===== src/rtl/keypad_pkg.sv =====
// Shared types and helpers for the keypad digit capture block: FSM state encoding,
// the row/column to hex key map and a one-hot test.
package keypad_pkg;

  typedef enum logic [1:0] {
    IDLE,
    HELD,
    RELEASE
  } state_t;

  // Indexed [row][col]; row 0 packed in the low 16 bits, col 0 in the low nibble.
  localparam logic [3:0][3:0][3:0] KEY_MAP = 64'hDF0E_C987_B654_A321;

  function automatic logic is_onehot4(input logic [3:0] v);
    return (v != 4'h0) && ((v & (v - 4'h1)) == 4'h0);
  endfunction

endpackage


===== src/rtl/keypad_decode.sv =====
// Combinational keypad decoder: one-hot row/col lines to a 4-bit hex key code.
// valid is low when either input is not exactly one-hot; code is then meaningless.
module keypad_decode
  import keypad_pkg::*;
(
  input  logic [3:0] row,
  input  logic [3:0] col,
  output logic       valid,
  output logic [3:0] code
);

  logic [1:0] r_idx;
  logic [1:0] c_idx;

  always_comb begin
    r_idx = 2'd0;
    c_idx = 2'd0;
    for (int i = 0; i < 4; i++) begin
      if (row[i]) r_idx = 2'(i);
      if (col[i]) c_idx = 2'(i);
    end
    valid = is_onehot4(row) && is_onehot4(col);
    code  = KEY_MAP[r_idx][c_idx];
  end

endmodule


===== src/rtl/keypad_digit_capture.sv =====
// Captures one hex digit per keypad press into a two-digit history with release debounce.
// Optional press counter output enabled by defining KEYPAD_PRESS_COUNT_EN.
module keypad_digit_capture
  import keypad_pkg::*;
#(
  parameter  int unsigned RELEASE_CYCLES = 60_000,
  localparam int unsigned CNT_W          = $clog2(RELEASE_CYCLES + 1)
) (
  input  logic       clk,
  input  logic       reset,
  input  logic [3:0] row,
  input  logic [3:0] col,
  input  logic       en,
  output logic [3:0] digitNew,
  output logic [3:0] digitOld,
  output logic       keyValid,
  output logic       keyErr,
  output logic       keyHeld
`ifdef KEYPAD_PRESS_COUNT_EN
  ,
  output logic [7:0] pressCount
`endif
);

  // The HELD->RELEASE edge already consumed one low sample, so RELEASE needs
  // RELEASE_CYCLES-1 more; the counter tops out one below that.
  localparam logic [CNT_W-1:0] CntLast = CNT_W'(RELEASE_CYCLES - 2);

  state_t           state;
  logic [CNT_W-1:0] cnt;
  logic             dec_valid;
  logic [3:0]       dec_code;

  keypad_decode u_decode (
    .row   (row),
    .col   (col),
    .valid (dec_valid),
    .code  (dec_code)
  );

  always_ff @(posedge clk) begin
    if (reset) begin
      state    <= IDLE;
      cnt      <= '0;
      digitNew <= 4'h0;
      digitOld <= 4'h0;
      keyValid <= 1'b0;
      keyErr   <= 1'b0;
      keyHeld  <= 1'b0;
    end else begin
      keyValid <= 1'b0;
      keyErr   <= 1'b0;
      unique case (state)
        IDLE: begin
          if (en) begin
            state   <= HELD;
            keyHeld <= 1'b1;
            if (dec_valid) begin
              digitOld <= digitNew;
              digitNew <= dec_code;
              keyValid <= 1'b1;
            end else begin
              keyErr <= 1'b1;
            end
          end
        end
        HELD: begin
          if (!en) begin
            state <= RELEASE;
            cnt   <= '0;
          end
        end
        RELEASE: begin
          if (en) begin
            state <= HELD;
            cnt   <= '0;
          end else if (cnt == CntLast) begin
            state   <= IDLE;
            cnt     <= '0;
            keyHeld <= 1'b0;
          end else begin
            cnt <= cnt + CNT_W'(1);
          end
        end
        default: begin
          state   <= IDLE;
          cnt     <= '0;
          keyHeld <= 1'b0;
        end
      endcase
    end
  end

`ifdef KEYPAD_PRESS_COUNT_EN
  always_ff @(posedge clk) begin
    if (reset) begin
      pressCount <= 8'h00;
    end else if ((state == IDLE) && en && dec_valid && (pressCount != 8'hFF)) begin
      pressCount <= pressCount + 8'h01;
    end
  end
`endif

endmodule


===== config.mk =====
export PLATFORM = sky130hd
export DESIGN_NAME = keypad_digit_capture
export DESIGN_NICKNAME = d
export VERILOG_FILES = /design/src/rtl/keypad_pkg.sv /design/src/rtl/keypad_decode.sv /design/src/rtl/keypad_digit_capture.sv
export SDC_FILE = /design/constraint.sdc
export NUM_CORES = 1
export LEC_CHECK = 0
export ABC_AREA = 1
export CORE_UTILIZATION = 45
export CTS_CLUSTER_DIAMETER = 40
export DETAILED_ROUTE_END_ITERATION = 7
export GPL_ROUTABILITY_DRIVEN = 0
export HOLD_SLACK_MARGIN = 0.02
export PLACE_DENSITY = 0.76
export SLEW_MARGIN = 20
export SYNTH_ARGS = -nofsm -noshare
export SYNTH_HDL_FRONTEND = slang
export SYNTH_SLANG_ARGS = --single-unit

===== constraint.sdc =====
create_clock -name clk -period 1.67 [get_ports clk]
set_input_delay 0.334 -clock clk [delete_from_list [all_inputs] [get_ports clk]]
set_output_delay 0.334 -clock clk [all_outputs]
set_load 0.03 [all_outputs]

==> impl_metrics.ini, run 1 <==
[sta]
rsz0062_at_grt = false
timing.final.max_slew_violations = 0
fmax_mhz = 607.4
tightest_slew_ns = 0.3319
finalCritPeriodShare_pct = 98.58
hold_violations = 0
relSlewSlack_pct = 77.81
setup-violations-final = 0
finClkSkew_ns = 0.002622
setup_ws_ns = 0.02370
period_needed_ns = 1.646

[power_and_ir_drop]
peakVddDrop_mv = 0.6965
p_per_area_nw_per_um2 = 744.1
pwr-share-comb_pct = 13.5
power_switching_mw = 0.3927
intPower_mw = 1.293
p_leak_nw = 0.9645
clkPwrFrac_pct = 44.4
p_seq_share_pct = 42.1
switching_share_pct = 23.29

[critical_path]
worst_path_largest_cell_delay_ns = 0.68
worstSetupEndpointType = primary output
r2r-end = cnt[8]
endpoint = digitOld[2]
cp_top_family = buffers and inverters
r2r_slack_ns = 0.19
path_class = reg -> out
start_kind = flop
path_cells = clkdlybuf4s50_1
r2r_start = cnt[0]
cp.depth = 1
rr_worst_depth = 9
startpoint = digitOld[2]
arrival_ns = 1.31
required_ns = 1.34
crit_slowest_cell = clkdlybuf4s50_1
critical_path_buf_inv_count = 1
worstPathMaxFanout = 2

[finish]
finalNetCount = 327
nFillCells = 332
multiInputGateArea_sq_um = 1005
register_area_sq_um = 581.8
final_area_sq_um = 2266
final_cell_mix = 66 x nand2_1, 65 x nor2_1, 28 x dfxtp_1, 26 x inv_1, 23 x buf_4
final_cells = 363
drive_above_1_share_pct = 16.51
layout_commonest_cell = nand2_1
diodes = 0
area_delta_synth_final_pct = 31.52

[cts]
clock_path_buffers = 2
cts-root-buf = clkbuf_8
clk_pin_slew_ns = 0.06
cts_tree = built
cts.sinks = 29
cts_buffers = 5
holdBufCountCts = 0
ctsHtreeMaxLevel = 2
clock_latency_ns = 0.28

[floorplan]
ios = 22
dieHeight_um = 63.88
initial_core_util_pct = 47.06
die-area_sq_um = 4080
core_area_sq_um = 3661
die_x_um = 63.88
placementRows = 22

[place]
placed_cells_incl_taps = 355
io_buffers = 21
pre_cts_slack_ns = -0.1276
placed_cell_area_sq_um = 2147
hpwl_mm = 2.909

[grt]
grt_max_degree = 11
grt-ovfl-total = 0
grt_use_met3_pct = 5.179
use_met1_pct = 26.40
grt.met2_usage_pct = 36.44
track_usage_pct = 21.70
first_global_vias = 1648
grt_pass1_wl_mm = 6.955
grt-busiest-layer = met2
antenna_found_initial = 0

[yosys]
syn_area_per_cell_sq_um = 6.477
syn_inst = 266
yosysSeqAreaShare_pct = 33.70
yosysWarnings = 0
synthesis.nets = 279
synthesis.area_sq_um = 1723
ys_ff_latch = 29
ys_types = 27

[route]
viasPerCell = 4.815
drc_errors = 0
drtAntennaViolNets = 0
wl_per_cell_um = 10.62
vias = 1748
routed_wl_mm = 3.856
drtIter0Drc = 108
dr.pass1.iters = 4

[worst_hold_path]
hp-class = reg -> reg

[run_status]
status = completed

[flow_run]
cap_violations = 0
[synth_stat cells]
master	number	area, sq um
xor2_1	10	87.58
nor2_4	1	11.26
inv_1	26	97.59
inv_2	4	15.01
ha_1	2	25.02
nand3_2	3	30.03
nand4_1	6	37.54
o21ai_1	1	5.000
nand2_1	66	247.7
o21ai_2	1	8.760
a211oi_1	1	7.510
buf_6	1	11.26
and2_1	1	6.260
o211ai_1	2	15.01
nor2_1	65	244.0
nand4_4	1	21.27
nor3_1	2	10.01
nand2_2	1	6.260
o21ai_0	5	25.02
nor2_2	6	37.54
nand3_1	15	75.07
xnor2_2	2	32.53
a21oi_1	11	55.05
clkbuf_1	2	7.510
dfxtp_1	29	580.6
nor3_4	1	16.27
inv_4	1	6.260
[per-layer routing]
metal | up-vias | share of wire [%]
met3 | 9 | 3.0
met5 | - | 0
met2 | 32 | 46
met1 | 779 | 49
li1 | 928 | -
met4 | 0 | 1.7
[through the flow]
stage          setup TNS, ns  total power, mW  util [%]  hold WS [ns]
3_5_place_dp         -0.8829           0.9512     58.65        0.4576
6_report                   0            1.686     61.89        0.4581
5_1_grt                    0            1.756     61.89        0.4929
4_1_cts                    0            1.704     61.79        0.4663
3_3_place_gp         -0.6953           0.9484     58.65        0.4524
2_1_floorplan              0           0.8451         -        0.4886
[worst min-delay path by stage]
stage	start	to	depth (start not counted)	slack [ns]
finish	keyHeld	keyHeld	2	0.46
detailed placement	keyHeld	keyHeld	2	0.46
global placement	keyHeld	keyHeld	2	0.45
CTS	keyHeld	keyHeld	2	0.47
floorplan	cnt[1]	cnt[1]	2	0.49
global route	keyHeld	keyHeld	2	0.49
[logic make-up after synthesis]
group / after synthesis / share of synthesized area (%)
adder cells (fa/ha/maj): 2 / 1.452
flip-flops: 29 / 33.70
AND/OR/NAND/NOR: 168 / 43.14
AO/OA/AOI/OAI: 21 / 6.753
buffers and inverters: 34 / 7.988
XOR/XNOR: 12 / 6.971
[timing repair]
item,4_1_cts,5_1_grt
gates resized for setup,1,3
setup buffers,0,0
pin swaps,0,0
setup endpoints to repair,1,3
[flip-flops by register name, summed over array words and instances (netlist names)]
name,cells
digitOld,4
keyHeld,1
keyErr,1
keyValid,1
digitNew,4
state,2
cnt,16
[final cells by class]
type                       instances  area share, %
multi-input combinational        203          44.34
sequential                        29          25.68
timing repair buffer              44          16.95
inverter                          31          5.246
clock buffer                       7          3.810
tap                               48          2.650
clock inverter                     1          1.325
[power by group through the flow]
stage                     Sequential, mW  Combinational [mW]  Clock [mW]
final                              0.710               0.227       0.748
after global placement             0.725               0.223           0
after global routing               0.711               0.250       0.795
after detailed placement           0.725               0.226           0
after CTS                          0.710               0.227       0.767
after floorplan                    0.739               0.106           0
Power figures use the tool's default switching activity.
==> run 2, diff against run 1 <==
Settings changed: HOLD_SLACK_MARGIN 0.02 to 0.1.
==> results of run 2 <==
Final layout, timing and power as in run 1 (identical DEF).
